### src/rtl/ram_arbiter.sv
// ram_arbiter: shares one 8-bit RAM between instruction fetch (program section,
// read-only) and data load/store (data section, read/write).
//
// Each transaction takes three cycles: IDLE (grant and latch), ADDR (RAM address
// register loads on the closing edge), ACCESS (asynchronous read captured, or
// write strobe). The winner's ack pulses in the following IDLE cycle, so a request
// still held in that cycle starts again at once.
//
// Build option: define RAM_ARB_ROUND_ROBIN_EN to alternate grants when both
// requests are pending. Otherwise data always has priority over fetch.
//
// Ports:
//   i_clk, i_reset                    clock, synchronous active-high reset
//   i_fetchReq/i_fetchAddress         fetch request and program address
//   o_fetchAck/o_fetchData            fetch completion pulse and held byte
//   i_dataReq/i_dataAddress/i_dataWe  data request, address, write select
//   i_dataWriteData                   data write byte
//   o_dataAck/o_dataReadData          data completion pulse and held read byte
//   o_ramAddress/o_ramAddressEn       RAM address and address-register load
//   o_ramWriteData/o_ramWriteEn       RAM write byte and strobe
//   o_ramReadDataSelect               1 = data section, 0 = program section
//   o_ramOutEnable                    RAM output transceiver enable
//   i_ramReadData                     RAM read bus
//   o_busy                            high whenever not in IDLE
module ram_arbiter #(
  parameter int unsigned ADDR_WIDTH = 8,
  parameter int unsigned DATA_WIDTH = 8
) (
  input  logic                  i_clk,
  input  logic                  i_reset,
  input  logic                  i_fetchReq,
  input  logic [ADDR_WIDTH-1:0] i_fetchAddress,
  output logic                  o_fetchAck,
  output logic [DATA_WIDTH-1:0] o_fetchData,
  input  logic                  i_dataReq,
  input  logic [ADDR_WIDTH-1:0] i_dataAddress,
  input  logic                  i_dataWe,
  input  logic [DATA_WIDTH-1:0] i_dataWriteData,
  output logic                  o_dataAck,
  output logic [DATA_WIDTH-1:0] o_dataReadData,
  output logic [ADDR_WIDTH-1:0] o_ramAddress,
  output logic                  o_ramAddressEn,
  output logic [DATA_WIDTH-1:0] o_ramWriteData,
  output logic                  o_ramWriteEn,
  output logic                  o_ramReadDataSelect,
  output logic                  o_ramOutEnable,
  input  logic [DATA_WIDTH-1:0] i_ramReadData,
  output logic                  o_busy
);

  typedef enum logic [1:0] {StIdle, StAddr, StAccess} state_e;

  state_e                state_q;
  logic                  is_data_q;
  logic                  we_q;
  logic [DATA_WIDTH-1:0] wdata_q;
  logic                  grant_data;

`ifdef RAM_ARB_ROUND_ROBIN_EN
  // 1 = data was served last; reset value favours data on the first contention.
  logic last_data_q;

  always_comb begin
    grant_data = i_dataReq && (!i_fetchReq || !last_data_q);
  end
`else
  always_comb begin
    grant_data = i_dataReq;
  end
`endif

  always_ff @(posedge i_clk) begin
    if (i_reset) begin
      state_q             <= StIdle;
      is_data_q           <= 1'b0;
      we_q                <= 1'b0;
      wdata_q             <= '0;
      o_fetchAck          <= 1'b0;
      o_fetchData         <= '0;
      o_dataAck           <= 1'b0;
      o_dataReadData      <= '0;
      o_ramAddress        <= '0;
      o_ramAddressEn      <= 1'b0;
      o_ramWriteData      <= '0;
      o_ramWriteEn        <= 1'b0;
      o_ramReadDataSelect <= 1'b0;
      o_ramOutEnable      <= 1'b0;
      o_busy              <= 1'b0;
`ifdef RAM_ARB_ROUND_ROBIN_EN
      last_data_q         <= 1'b0;
`endif
    end else begin
      o_fetchAck <= 1'b0;
      o_dataAck  <= 1'b0;
      unique case (state_q)
        StIdle: begin
          if (i_dataReq || i_fetchReq) begin
            // Requests are latched here so later input changes cannot disturb
            // the transaction in flight.
            is_data_q      <= grant_data;
            we_q           <= grant_data && i_dataWe;
            wdata_q        <= i_dataWriteData;
            o_ramAddress   <= grant_data ? i_dataAddress : i_fetchAddress;
            o_ramAddressEn <= 1'b1;
            o_busy         <= 1'b1;
            state_q        <= StAddr;
`ifdef RAM_ARB_ROUND_ROBIN_EN
            last_data_q    <= grant_data;
`endif
          end
        end
        StAddr: begin
          o_ramAddress        <= '0;
          o_ramAddressEn      <= 1'b0;
          o_ramReadDataSelect <= is_data_q;
          o_ramOutEnable      <= !we_q;
          o_ramWriteEn        <= we_q;
          o_ramWriteData      <= we_q ? wdata_q : '0;
          state_q             <= StAccess;
        end
        StAccess: begin
          o_ramReadDataSelect <= 1'b0;
          o_ramOutEnable      <= 1'b0;
          o_ramWriteEn        <= 1'b0;
          o_ramWriteData      <= '0;
          o_busy              <= 1'b0;
          state_q             <= StIdle;
          if (is_data_q) begin
            o_dataAck <= 1'b1;
            if (!we_q) begin
              o_dataReadData <= i_ramReadData;
            end
          end else begin
            o_fetchAck  <= 1'b1;
            o_fetchData <= i_ramReadData;
          end
        end
        default: state_q <= StIdle;
      endcase
    end
  end

endmodule

### config.mk
export PLATFORM = sky130hd
export DESIGN_NAME = ram_arbiter
export DESIGN_NICKNAME = d
export VERILOG_FILES = /design/src/rtl/ram_arbiter.sv
export SDC_FILE = /design/constraint.sdc
export NUM_CORES = 1
export LEC_CHECK = 0
export ABC_AREA = 1
export BUFFER_PORTS_ARGS = -buffer_cell sky130_fd_sc_hd__buf_4
export CAP_MARGIN = 20
export CORE_AREA = 3 3 68 70
export CTS_CLUSTER_DIAMETER = 200
export CTS_CLUSTER_SIZE = 12
export DETAILED_ROUTE_END_ITERATION = 10
export DIE_AREA = 0 0 71 73
export GPL_ROUTABILITY_DRIVEN = 1
export MAX_ROUTING_LAYER = met4
export PLACE_DENSITY_LB_ADDON = 0.2
export SLEW_MARGIN = 40
export SYNTH_ARGS = -nofsm -noshare
export SYNTH_HDL_FRONTEND = slang
export SYNTH_SLANG_ARGS = --single-unit
### constraint.sdc
create_clock -name i_clk -period 3.4 [get_ports i_clk]
set_clock_uncertainty 0.2 [all_clocks]
set_input_delay 0.51 -clock i_clk [delete_from_list [all_inputs] [get_ports i_clk]]
set_output_delay 0.51 -clock i_clk [all_outputs]
set_load 0.005 [all_outputs]
== Word level (Yosys, flattened, before mapping) ==
Cells that the tools add are included.
Word-level totals
  bits of input ports: 37
  bits in latches: 0
  logic and storage cells: 49
  output and inout bits: 39
  bits in read-only memories: 0
  bits in registers: 51
  bits in writable memories: 0
  memories: 0
Operators by class
  bitwise operators: 3
  reduce and logical (&&, ||, !) cells: 13
  order comparisons: 0
  $add $sub $neg: 0
  shift-type cells: 0
  mux-type cells: 15
  equality and inequality tests: 3
  div/mod/pow operators: 0
  $mul: 0
Operator list (count)
  one-hot mux 8 bit (2 select lines): 2
  2-to-1 mux 8 bit: 3
  one-hot mux 1 bit (2 select lines): 5
  AND reduction 2 bit: 4
  nonzero test 2 bit: 3
  one-hot mux 2 bit (2 select lines): 1
  2-to-1 mux 1 bit: 3
  inverter 1 bit: 3
  AND reduction 3 bit: 1
  == test 2 x 1 -> 1 bit (second input constant): 1
  == test 2 bit (second input constant): 1
  zero test 2 bit: 1
  2-to-1 mux 2 bit: 1
  inequality test 2 bit (second input constant): 1
  OR reduction 2 bit: 1
  logical AND 1 bit: 1
  zero test 1 bit: 1
  logical OR 1 bit: 1

== Longest topological paths before layout ==
  word-level depth: 3
  mapped depth: 9
  depth with buffers taken out: 8

== Least setup slack after synthesis ==
Ideal clock, no wire load.
  kind: reg-to-reg
  start: reg state_q[1]
  end: reg o_ramAddress[6]
  period minus slack after synthesis: 1502 ps
  data arrival time: 1189 ps
  stages on the path, launching flop included: 10
  setup slack: 1898 ps
  library setup time: 113 ps
  cells stage by stage: dfxtp_1 -> inv_1 -> ha_1 -> inv_1 -> nand2_4 -> nand2_4 -> buf_6 -> nand2_2 -> nand2_1 -> nor2_1
On the way
  cells in the longest elaborated chain, start to end: 3
RTL lines
  start: declaration: line 53  | state_e state_q;
  start signal: assignment: line 74  | state_q <= StIdle;
  start signal: assignment: line 106  | state_q <= StAddr;
  start signal: assignment: line 119  | state_q <= StAccess;
  == test 2 x 1 -> 1 bit or zero test 2 bit (tied branches): line 95  | unique case (state_q)
  nonzero test 2 bit (no source line) or inequality test 2 bit (tied branches)
  AND reduction 2 bit (no source line)
  end signal: assignment: line 103  | o_ramAddress <= grant_data ? i_dataAddress : i_fetchAddress;
  end: declaration: line 41  | output logic [ADDR_WIDTH-1:0] o_ramAddress,
Several ways; a longest one is shown, not always the timed one.
A chain may end at the register's enable or synchronous reset.

== Worst setup path in the final report ==
  start: reg state_q[0]
  end: reg o_fetchData[0]
On the way
  cells in the longest elaborated chain, start to end: 2
RTL lines
  == test 2 bit: line 95
  AND reduction 2 bit (no source line)
  end signal: assignment: line 135  | o_fetchData <= i_ramReadData;
  end: declaration: line 34  | output logic [DATA_WIDTH-1:0] o_fetchData,
Every way passes these cells.

==> metrics.log <==
[metrics] result of the run: completed
[metrics] critical path start-end classification: flop to flop
[metrics] Final Slew Violations: 0
[metrics] DR pass1 iterations: 4
[metrics] average vias per placed instance: 4.728
[metrics] net count after synthesis: 327
[metrics] Worst-Skew Late Latency: 0.30 ns
[metrics] Min-Delay Path Class: primary input to flop
[metrics] Initial Utilization: 51.86%
[metrics] Finished Layout Cells: 408
[metrics] part of the Yosys area used for sequential elements: 48.86%
[metrics] total of warnings raised by yosys: 0
[metrics] Post-Syn Area per Cell: 7.357 µm²
[metrics] area delta synth->final: 31.68%
[metrics] Worst Setup End Kind: flop
[metrics] register bit total from synthesis: 51
[metrics] Hold Buf Count CTS: 0
[metrics] summed negative setup slack over all endpoints: 0 ns
[metrics] number of ports placed on the die boundary: 76
[metrics] instance count of the mapped netlist: 284
[metrics] largest cells by area after synthesis: sky130_fd_sc_hd__dfxtp_1 (49%), sky130_fd_sc_hd__nor2_1 (16%), sky130_fd_sc_hd__o21ai_0 (8.9%)
[metrics] wire length per cell: 11.65 µm
[metrics] top sig layer: met4
[metrics] sequential cell area in the final layout: 1021 µm²
[metrics] setup repair after global routing missed its margin: false
[metrics] Synth top area share: 48.86%
[metrics] crit-path cells: inv_1, ha_1, inv_1, nor2_4, clkinv_1, nor2_1, nor2_1
[metrics] total number of clock tree sinks: 51
[metrics] clock transition at the register clock pins on the worst setup and hold paths after CTS: 0.09 ns
[metrics] number of post-CTS setup repair buffers: 0
[metrics] cells resized by post-CTS repair: 0
[metrics] worst vdd rail ir drop: 368.1 µV
[metrics] fraction of layout instances using a drive strength above 1: 26.26%
[metrics] Core Rows: 23
[metrics] Max Root-Sink Buffers: 2
[metrics] clock tree from TritonCTS: yes
[metrics] number of max-cap violations: 0
[metrics] vias in the first global route: 1835
[metrics] total of fill cells in the finished design: 371
[metrics] measured slew at the worst slew-check pin: 0.5328 ns
[metrics] antenna viol nets, final: 0
[metrics] Max-Slew Margin vs Limit: 64.43%
[metrics] initial antenna violation count: 0
[metrics] horizontal die dimension: 71 µm
[metrics] all-layer global routing usage: 20.26%
[metrics] Synth area leader: sky130_fd_sc_hd__dfxtp_1
[metrics] highest clock frequency the design can meet: 0.5412 GHz
[metrics] post-route minimum period: 1.848 ns
[metrics] Starting DRT DRC Count: 112
[metrics] Worst path top cell family by delay: buffers and inverters
[metrics] detailed-routing wirelength on met1: 2116 µm
[metrics] Critical path buffers and inverters: 3
[metrics] # H-tree levels: 2
[metrics] total area of multi-input combinational cells: 918.4 µm²
[metrics] final count of negative-setup-slack endpoints: 0
[metrics] total number of nets in the final design: 400
[metrics] standby leakage power: 1.311 nW
[metrics] cell at the root of the clock tree: sky130_fd_sc_hd__clkbuf_8
[metrics] CP max FO: 11
[metrics] slowest CP cell: sky130_fd_sc_hd__dfxtp_1
[metrics] commonest non-fill, non-tap cell in the layout: sky130_fd_sc_hd__nor2_1
[metrics] number of design rule violations left after detail routing: 0
[metrics] cts bufs inserted: 5
[metrics] diodes inserted: 0
[metrics] Met3 Wirelength: 333 µm
[metrics] most frequent cells in the layout: sky130_fd_sc_hd__nor2_1 (89), sky130_fd_sc_hd__buf_4 (76), sky130_fd_sc_hd__dfxtp_1 (51), sky130_fd_sc_hd__o21ai_0 (37), sky130_fd_sc_hd__nand2_1 (32)
[metrics] global placement routability congestion: 0.7694
[metrics] ratio of final minimum period to clock period: 54.34%
[metrics] startpoint class of the critical path: flop
[metrics] required arrival time at the worst endpoint: 3.40 ns
[metrics] number of distinct standard cells referenced by the synthesized netlist: 20
[metrics] wire length of the first global-routing pass: 8079 µm
[metrics] Congestion Overflow GR: 0
[metrics] number of vias after detailed routing: 1929
[metrics] Critical Path AT: 1.85 ns
[metrics] Detailed Route WL: 4755 µm
[metrics] HPWL after detailed placement: 3405 µm
[metrics] number of I/O port buffers: 75
[metrics] Post-Syn Area: 2090 µm²
[metrics] power per unit of standard cell area: 496.0 nW/µm²
[metrics] Die Outline Area: 5183 µm²
[metrics] metal2 WL: 2228 µm
[metrics] Floorplan Core Area: 4029 µm²
[metrics] pin count of the biggest net entering global routing: 39
[metrics] final number of hold-violating endpoints: 0
[metrics] number of cells in the design after placement: 400
[metrics] DIE HEIGHT: 73 µm
[metrics] Crit path largest cell delay: 0.34 ns
## per-stage QoR
step	hold slack, ns	cell area, µm²	worst slack, ns	total power [mW]	util [%]
floorplan	0.2524	2090	1.898	0.9096	-
global placement	0.2561	2666	1.663	1.038	66.18
detailed placement	0.2579	2666	1.574	1.045	66.18
CTS	0.2250	2751	1.551	1.382	68.29
global route	0.2310	2751	1.355	1.464	68.29
finish	0.2343	2751	1.552	1.365	68.29
## final timing paths
check / from / end / slack [ns] / cells past startpoint
worst max-delay path: state_q[0] / o_fetchData[0] / 1.55 / 7
worst min-delay path: i_ramReadData[3] / o_fetchData[3] / 0.23 / 3
worst max register to register: state_q[0] / o_fetchData[0] / 1.55 / 7
worst min register to register: o_ramWriteData[4] / o_ramWriteData[4] / 0.27 / 2
## layer usage
layer / up-vias / track usage (%)
li1: 1032 / -
met1: 837 / 24.10
met2: 55 / 32.65
met3: 5 / 5.372
met4: 0 / 8.351
met5: - / -
## logic make-up (layout without fill, tap and decap cells)
logic type,count (synthesis),count (layout),synth area share (%)
simple gates,140,140,27.90
fa+ha+maj,6,6,3.593
buf+inv,35,109,7.186
compound gates,52,52,12.46
flops,51,51,48.86
## synthesized netlist by cell type
cell type,count
sky130_fd_sc_hd__nor2_1,89
sky130_fd_sc_hd__dfxtp_1,51
sky130_fd_sc_hd__o21ai_0,37
sky130_fd_sc_hd__nand2_1,32
sky130_fd_sc_hd__inv_1,20
sky130_fd_sc_hd__a21oi_1,15
sky130_fd_sc_hd__nand3_1,10
sky130_fd_sc_hd__buf_2,6
sky130_fd_sc_hd__ha_1,6
sky130_fd_sc_hd__inv_2,3
sky130_fd_sc_hd__nand2_4,3
sky130_fd_sc_hd__clkbuf_1,2
sky130_fd_sc_hd__clkinv_1,2
sky130_fd_sc_hd__nand2_2,2
sky130_fd_sc_hd__buf_4,1
sky130_fd_sc_hd__buf_6,1
sky130_fd_sc_hd__nand3_2,1
sky130_fd_sc_hd__nor2_2,1
sky130_fd_sc_hd__nor2_4,1
sky130_fd_sc_hd__nor3_1,1
## worst register-to-register path, stage by stage, from the launching register on
cell and delay, ns:
sky130_fd_sc_hd__dfxtp_1 0.34, sky130_fd_sc_hd__inv_1 0.12, sky130_fd_sc_hd__ha_1 0.18, sky130_fd_sc_hd__inv_1 0.19
sky130_fd_sc_hd__nor2_4 0.23, sky130_fd_sc_hd__clkinv_1 0.27, sky130_fd_sc_hd__nor2_1 0.17, sky130_fd_sc_hd__nor2_1 0.06
## layout make-up
type	count	area share (%)
multi-input combinational	198	33.38
inverter	25	3.411
timing repair buffer	76	20.74
clock inverter	2	0.4548
tap	50	2.274
sequential	51	37.11
clock buffer	6	2.638
## registers in the layout (all words and copies together) (netlist names)
name	cells
o_ramReadDataSelect	1
o_ramAddressEn	1
wdata_q	8
o_fetchData	8
o_ramAddress	8
o_dataReadData	8
o_dataAck	1
o_ramWriteData	8
o_ramWriteEn	1
state_q	2
o_ramOutEnable	1
is_data_q	1
o_fetchAck	1
o_busy	1
we_q	1
## where the power goes
part | total, mW | switching, mW | internal (mW) | leakage (nW)
Combinational | 0.334 | 0.183 | 0.151 | 0.852
Sequential | 0.695 | 0.0345 | 0.661 | 0.418
Clock | 0.336 | 0.192 | 0.144 | 0.0412
Power figures use the tool's default switching activity.
